==> src/rtl/uart_pkg.sv <==
// Shared UART constants and FSM state encoding, used by both transmitter and receiver.
// Parity state only exists when UART_TX_PARITY_EN is defined.
package uart_pkg;

  localparam int CLKS_PER_BIT_DEF = 16;
  localparam int SAMPLE_POINT     = 8;

`ifdef UART_TX_PARITY_EN
  localparam int STATE_W = 3;
  typedef enum logic [2:0] {
    IDLE   = 3'd0,
    START  = 3'd1,
    DATA   = 3'd2,
    STOP   = 3'd3,
    PARITY = 3'd4
  } uart_state_e;
`else
  localparam int STATE_W = 2;
  typedef enum logic [1:0] {
    IDLE  = 2'd0,
    START = 2'd1,
    DATA  = 2'd2,
    STOP  = 2'd3
  } uart_state_e;
`endif

endpackage

==> src/rtl/uart_bit_timer.sv <==
// Bit-period counter: counts CLKS_PER_BIT cycles while enabled and pulses wrap on the last one.
// Shared between transmitter and receiver.
module uart_bit_timer #(
  parameter int CLKS_PER_BIT = 16
) (
  input  logic clk,
  input  logic rst,
  input  logic clr,
  input  logic en,
  output logic wrap
);

  localparam int CNT_W = (CLKS_PER_BIT > 1) ? $clog2(CLKS_PER_BIT) : 1;
  localparam logic [CNT_W-1:0] LAST = CNT_W'(CLKS_PER_BIT - 1);

  logic [CNT_W-1:0] cnt_r;

  assign wrap = en && (cnt_r == LAST);

  // Period counter, restarted on clear and on every wrap
  always_ff @(posedge clk or posedge rst) begin
    if (rst) begin
      cnt_r <= '0;
    end else if (clr || wrap) begin
      cnt_r <= '0;
    end else if (en) begin
      cnt_r <= cnt_r + CNT_W'(1);
    end
  end

endmodule

==> src/rtl/uart_tx.sv <==
// UART transmitter: idle-high, LSB-first frame of start, data, optional parity, stop bit.
// Define UART_TX_PARITY_EN to insert the parity bit (PARITY_ODD selects odd parity).
module uart_tx
  import uart_pkg::*;
#(
  parameter int DATA_LENGTH  = 8,
  parameter int CLKS_PER_BIT = CLKS_PER_BIT_DEF,
  parameter int PARITY_ODD   = 0
) (
  input  logic                   clk,
  input  logic                   rst,
  input  logic                   start,
  input  logic [DATA_LENGTH-1:0] data_i,
  output logic                   tx,
  output logic                   busy,
  output logic                   done
);

  localparam int CNT_W = (DATA_LENGTH > 1) ? $clog2(DATA_LENGTH) : 1;
  localparam logic [CNT_W-1:0] LAST_BIT = CNT_W'(DATA_LENGTH - 1);

  uart_state_e            state_r, state_nxt_s;
  logic [DATA_LENGTH-1:0] shift_r;
  logic [CNT_W-1:0]       bit_cnt_r;
  logic                   wrap_s, last_bit_s;
  logic                   tx_s, busy_s;
  logic                   tx_r, busy_r, frame_end_r, done_r;
`ifdef UART_TX_PARITY_EN
  logic                   parity_r;
`endif

  uart_bit_timer #(.CLKS_PER_BIT(CLKS_PER_BIT)) u_bit_timer (
    .clk  (clk),
    .rst  (rst),
    .clr  (state_r == IDLE),
    .en   (state_r != IDLE),
    .wrap (wrap_s)
  );

  assign last_bit_s = (bit_cnt_r == LAST_BIT);

  // State register
  always_ff @(posedge clk or posedge rst) begin
    if (rst) begin
      state_r <= IDLE;
    end else begin
      state_r <= state_nxt_s;
    end
  end

  // Next-state and pre-register line/busy values
  always_comb begin
    state_nxt_s = state_r;
    tx_s        = 1'b1;
    busy_s      = 1'b1;
    case (state_r)
      IDLE: begin
        busy_s = 1'b0;
        if (start) state_nxt_s = START;
        else       state_nxt_s = IDLE;
      end
      START: begin
        tx_s = 1'b0;
        if (wrap_s) state_nxt_s = DATA;
        else        state_nxt_s = START;
      end
      DATA: begin
        tx_s = shift_r[0];
`ifdef UART_TX_PARITY_EN
        if (wrap_s && last_bit_s) state_nxt_s = PARITY;
`else
        if (wrap_s && last_bit_s) state_nxt_s = STOP;
`endif
        else                      state_nxt_s = DATA;
      end
`ifdef UART_TX_PARITY_EN
      PARITY: begin
        tx_s = parity_r;
        if (wrap_s) state_nxt_s = STOP;
        else        state_nxt_s = PARITY;
      end
`endif
      STOP: begin
        tx_s = 1'b1;
        if (wrap_s) state_nxt_s = IDLE;
        else        state_nxt_s = STOP;
      end
      default: begin
        busy_s      = 1'b0;
        state_nxt_s = IDLE;
      end
    endcase
  end

  // Word capture at accept, shift-out and bit counting during DATA
  always_ff @(posedge clk or posedge rst) begin
    if (rst) begin
      shift_r   <= '0;
      bit_cnt_r <= '0;
`ifdef UART_TX_PARITY_EN
      parity_r  <= 1'b0;
`endif
    end else begin
      case (state_r)
        IDLE: begin
          bit_cnt_r <= '0;
          if (start) begin
            shift_r  <= data_i;
`ifdef UART_TX_PARITY_EN
            parity_r <= (^data_i) ^ PARITY_ODD[0];
`endif
          end
        end
        DATA: begin
          if (wrap_s) begin
            shift_r <= shift_r >> 1;
            if (!last_bit_s) bit_cnt_r <= bit_cnt_r + CNT_W'(1);
            else             bit_cnt_r <= '0;
          end
        end
        default: bit_cnt_r <= '0;
      endcase
    end
  end

  // Registered outputs; done trails the STOP->IDLE edge by one cycle
  always_ff @(posedge clk or posedge rst) begin
    if (rst) begin
      tx_r        <= 1'b1;
      busy_r      <= 1'b0;
      frame_end_r <= 1'b0;
      done_r      <= 1'b0;
    end else begin
      tx_r        <= tx_s;
      busy_r      <= busy_s;
      frame_end_r <= (state_r == STOP) && wrap_s;
      done_r      <= frame_end_r;
    end
  end

  assign tx   = tx_r;
  assign busy = busy_r;
  assign done = done_r;

endmodule

==> config.mk <==
export PLATFORM = sky130hd
export DESIGN_NAME = uart_tx
export DESIGN_NICKNAME = d
export VERILOG_FILES = /design/src/rtl/uart_pkg.sv /design/src/rtl/uart_bit_timer.sv /design/src/rtl/uart_tx.sv
export SDC_FILE = /design/constraint.sdc
export NUM_CORES = 1
export LEC_CHECK = 0
export CAP_MARGIN = 10
export CORE_UTILIZATION = 45
export DETAILED_ROUTE_END_ITERATION = 6
export MAX_ROUTING_LAYER = met4
export PLACE_DENSITY = 0.79
export SLEW_MARGIN = 20
export SYNTH_ARGS = -nofsm -noshare
export SYNTH_HDL_FRONTEND = slang
export SYNTH_HIERARCHICAL = 1
export SYNTH_SLANG_ARGS = --single-unit
==> constraint.sdc <==
create_clock -name clk -period 2.2 [get_ports clk]
set_input_delay 0.33 -clock clk [delete_from_list [all_inputs] [get_ports clk]]
set_output_delay 0.33 -clock clk [all_outputs]
set_load 0.05 [all_outputs]
Yosys cells after proc, flatten, opt, wreduce, memory -nomap -nowiden. Index checks and enable logic that the tools add are counted.

Register bits after elaboration: 21. Input bits: 11. Output and inout port bits: 3. Logic and storage cells: 41.

Add/subtract/negate cells: 2. Equal/unequal tests: 7. Multiplexer cells: 15. Reduce and logical (&&, ||, !) cells: 9.

Operator list (count): $mux 8 (2); $pmux 8 s2 (1); $mux 3 (3); $mux 4 (2); $pmux 2 s4 (1); $reduce_bool 2->1 (3); $add 4x1->4 const B (1); $eq 2x2->1 const B (2); $eq 4x4->1 const B (1); $mux 2 (2); $add 3x1->3 const B (1); $eq 3x3->1 const B (1); $logic_and 1x1->1 (3); $mux 1 (3); $reduce_and 3->1 (1); $eq 2x1->1 const B (1); $logic_not 2->1 (1); $ne 2x1->1 const B (1); $ne 2x2->1 const B (1); $pmux 1 s2 (1); $logic_or 1x1->1 (1).

Depth between registers and ports, before layout.
Depth in word-level cells: 5. Gate-level depth with buffers: 9. Mapped depth without buffers: 7.

Cells and area by module. Netlist, hierarchy kept.

By module, submodules not included: uart_tx (times used 1, cells each 62, area an instance 844.6 sq um, sequential area each 426.7 sq um); uart_bit_timer (times used 1, cells each 24, area an instance 207.7 sq um, sequential area each 100.1 sq um).

Worst setup path before layout. OpenSTA, ideal clock, no wires.

Path type: flip-flop to flip-flop. Start: register state_r[1]. End: register shift_r[0]. Setup time: 0.125 ns. Arrival time: 1.835 ns. Required time: 2.075 ns. Slack: 0.240 ns. Cell stages (with the launch flop): 10. Path buffers: 2. Clock period less this slack: 1.960 ns. Cell sequence: dfrtp_1 > buf_4 > nor2_1 > inv_1 > inv_1 > nor2_1 > buf_2 > mux2i_1 > nor2_4 > mux2_4.

Cells in the longest elaborated chain, start to end: 4. Elaborated cells between the ends (all ways): 9. Those cells by class: eq/ne (3); mux (1); reduce/logical (5).

Ends and longest elaborated chain: start: declaration (line uart_tx.sv:22) `uart_state_e state_r, state_nxt_s;`; start signal: assignment (line uart_tx.sv:47) `state_r <= state_nxt_s;`; $reduce_bool 2->1 (line uart_tx.sv:36) `.en (state_r != IDLE),`; $logic_and 1x1->1 (line uart_bit_timer.sv:18) `assign wrap = en && (cnt_r == LAST);`; via wrap_s (line uart_tx.sv:25) `logic wrap_s, last_bit_s;`; $ne 2x1->1 (no line); $reduce_and 3->1 (no line); end signal: assignment (line uart_tx.sv:108) `shift_r <= data_i;`; end signal: assignment (line uart_tx.sv:116) `shift_r <= shift_r >> 1;`; end: declaration (line uart_tx.sv:23) `logic [DATA_LENGTH-1:0] shift_r;`.

The timed path passes the listed nets, and every way through them passes these cells. A chain may end at the register's enable or synchronous reset.

Worst setup path after layout.
Start: register state_r[1]. End: register shift_r[5].

Same word-level chain as after synthesis.

==> results.md <==
- Outcome: complete, no violations
- Row count: 17
- VDD IR-drop max: 0.548 mV
- Worst Setup End Kind: flop
- Syn-to-layout area delta: 16.9%
- CP Cell Sequence: nor2_1 -> inv_1 -> inv_1 -> nor2_2 -> mux2i_1 -> nor2_4 -> mux2_4
- Hold Violations, Final: 0
- Class of the most critical setup path: reg -> reg
- Iter 0 DRT Violations: 23
- Fmax: 483 MHz
- First-pass GRT wire length: 2.84 mm
- Pins Over Slew Limit: 0
- Final Cell Area: 1230 um^2
- DIE AREA: 2540 um^2
- WL final: 1.86 mm
- I/O pins: 14
- Worst relative slew slack: 0.577
- Worst skew pair latency: 320 ps
- Critical Path RT: 2420 ps
- IO buf count: 13
- Synth Instances: 86
- Crit start category: flop
- Vias in the first global route: 648
- R2r setup slk: 130 ps
- Initial antenna violation count: 0
- Core Area: 2210 um^2
- First-pass DRT Iterations: 4
- Placed cell area: 1200 um^2
- Lkg Pwr: 0.585 nW
- Synth top area cells: dfrtp_1, mux2_4, mux2i_1
- Synth warn: 6
- CP max stage cell: dfrtp_1
- Crit share post-route: 0.942
- H-Tree Level Count: 1
- RSZ-0062 raised after global routing: false
- Pwr Total: 1.44 mW
- Max Cap Viol: 0
- TritonCTS clock tree: yes
- FF/Latch Area: 527 um^2
- Diode count: 0
- Flip-flop and latch count after synthesis: 21
- Clock Tree Root: clkbuf_4
- Hpwl dp: 1.36 mm
- GPL Wtd Cong: 0.793
- Synth cell types: 23
- Cell Area, Synth: 1050 um^2
- Die Ht: 50.4 um
- Remaining Overflow, GRT: 0
- All-layer global routing usage: 0.165
- Vias/cell: 5.29
- Fill cell count: 194
- Worst Skew: 3.25 ps
- Clk sink count: 21
- Worst hold path class: in -> async
- CP peak stage delay: 400 ps
- DIE WIDTH: 50.4 um
- CTS buffer count: 3
- Share of layout cells above drive strength 1: 0.248
- Clock transition at path regs: 120 ps
- Pwr dens: 1170 nW/um^2
- Wire per inst: 14.4 um
- Final setup vio count: 0
- Final nets: 116
- Largest net degree at the start of global routing: 18
- Tmin final: 2070 ps
- # DRC: 0
- Slew @ Worst Pin: 633 ps
- Mapped Nets: 100
- Syn_area_per_cell: 12.2 um^2
- Post-synthesis sequential area ratio: 0.501
- Area of the multi-input gates: 474 um^2
- Setup tns final: 0 ps
- DR vias: 683
- Top-area cell type share of the netlist area: 0.476
- Hold slack: 197 ps
- Clock Tree Buf Depth: 2
- Effective utilization at floorplan: 0.476
- CTS Hold Bufs: 0
- Antenna Nets Post-Route: 0
- Worst Path Max Fanout: 7
- WP data arrival: 2300 ps
- Synth area leader: dfrtp_1
- Crit path top cell by count: inv_1
-- metrics by stage --
step / utilization / instances / setup slack [ps]
detailed placement: 0.541 / 125 / 38.7
global placement: 0.541 / 125 / 129
global route: 0.556 / 129 / 45.8
finish: 0.556 / 129 / 128
floorplan: - / 86 / 240
CTS: 0.555 / 129 / 30.7
-- area by class of cell --
class,instances,share of cell area
clock buffer,3,0.0183
timing repair buffer,15,0.118
tap,28,0.0285
clock inverter,1,0.00610
sequential,21,0.428
multi-input combinational,56,0.386
inverter,5,0.0153
-- flip-flops by register name (all words and copies together) (netlist names) --
name               count
tx                     1
bit_cnt_r              3
busy                   1
shift_r                8
frame_end_r            1
done                   1
state_r                2
u_bit_timer/cnt_r      4
-- critical path: cells and delay by family (launching register included) --
| kind | cells | cell delay (ps) |
|---|---|---|
| simple gates | 3 | 610 |
| flops | 1 | 400 |
| buf+inv | 2 | 370 |
| mux | 2 | 600 |
-- cell usage after synthesis --
master / n
or3_1: 1
a31oi_1: 1
mux2_2: 2
ha_1: 3
o21ai_0: 2
and3_2: 1
buf_4: 1
nand3_1: 4
dfstp_2: 1
nor2_1: 9
xor2_1: 1
inv_1: 5
nand2b_4: 1
buf_6: 2
dfrtp_1: 20
nor2_4: 1
mux2_4: 12
mux2i_1: 5
xnor2_1: 1
nand2_1: 6
a21boi_0: 1
buf_2: 1
a21oi_1: 5
-- what timing repair did --
action / in CTS / in global routing
buffers inserted: 0 / 0
setup endpoints to repair: 0 / 7
resized for setup: 0 / 1
-- cell usage in the layout, fill, tap and decap left out --
cell type and n:
a31oi_1 1, ha_1 3, xor2_1 1, dfstp_2 1, inv_1 5, nor2_1 8
dfrtp_1 20, xnor2_1 1, clkdlybuf4s50_1 13, clkbuf_4 3, clkinvlp_4 1, mux2i_1 5
nand2b_4 1, nand2_1 6, nand3_1 4, mux2_4 12, o21ai_0 2, and3_2 1
a21boi_0 1, mux2_2 2, or3_1 1, nor2_2 1, a21oi_1 5, nor2_4 1
buf_4 2
-- routing by layer --
metal,track usage,vias up,share of wire
met1,0.186,334,0.43
met4,0.125,0,0.031
met5,-,-,0
met3,0.0273,5,0.046
li1,-,318,-
met2,0.262,26,0.49
-- power by group --
part           switching, mW  internal, mW  total [mW]
logic                  0.298         0.304       0.601
clock network          0.131        0.0698       0.200
registers              0.107         0.536       0.643
total                  0.535         0.909        1.44
-- cells by family (layout without fill, tap and decap cells) --
logic type / after synthesis / after routing / share of synthesized area
buf+inv: 9 / 24 / 0.0511
mux: 19 / 19 / 0.240
fa+ha+maj: 3 / 3 / 0.0357
compound gates: 9 / 9 / 0.0464
flops: 21 / 21 / 0.501
xor+xnor: 2 / 2 / 0.0166
simple gates: 23 / 23 / 0.109
-- final timing paths --
path / end / cells after the start / from
setup / recovery: shift_r[5] / 7 / state_r[1]
hold / removal: u_bit_timer/cnt_r[1] / 2 / rst
setup reg to reg: shift_r[5] / 7 / state_r[1]
hold reg to reg: done / 0 / frame_end_r
max in group asynchronous: done / 2 / rst
min in group clk: done / 0 / frame_end_r
(Power assumes the default switching activity.)
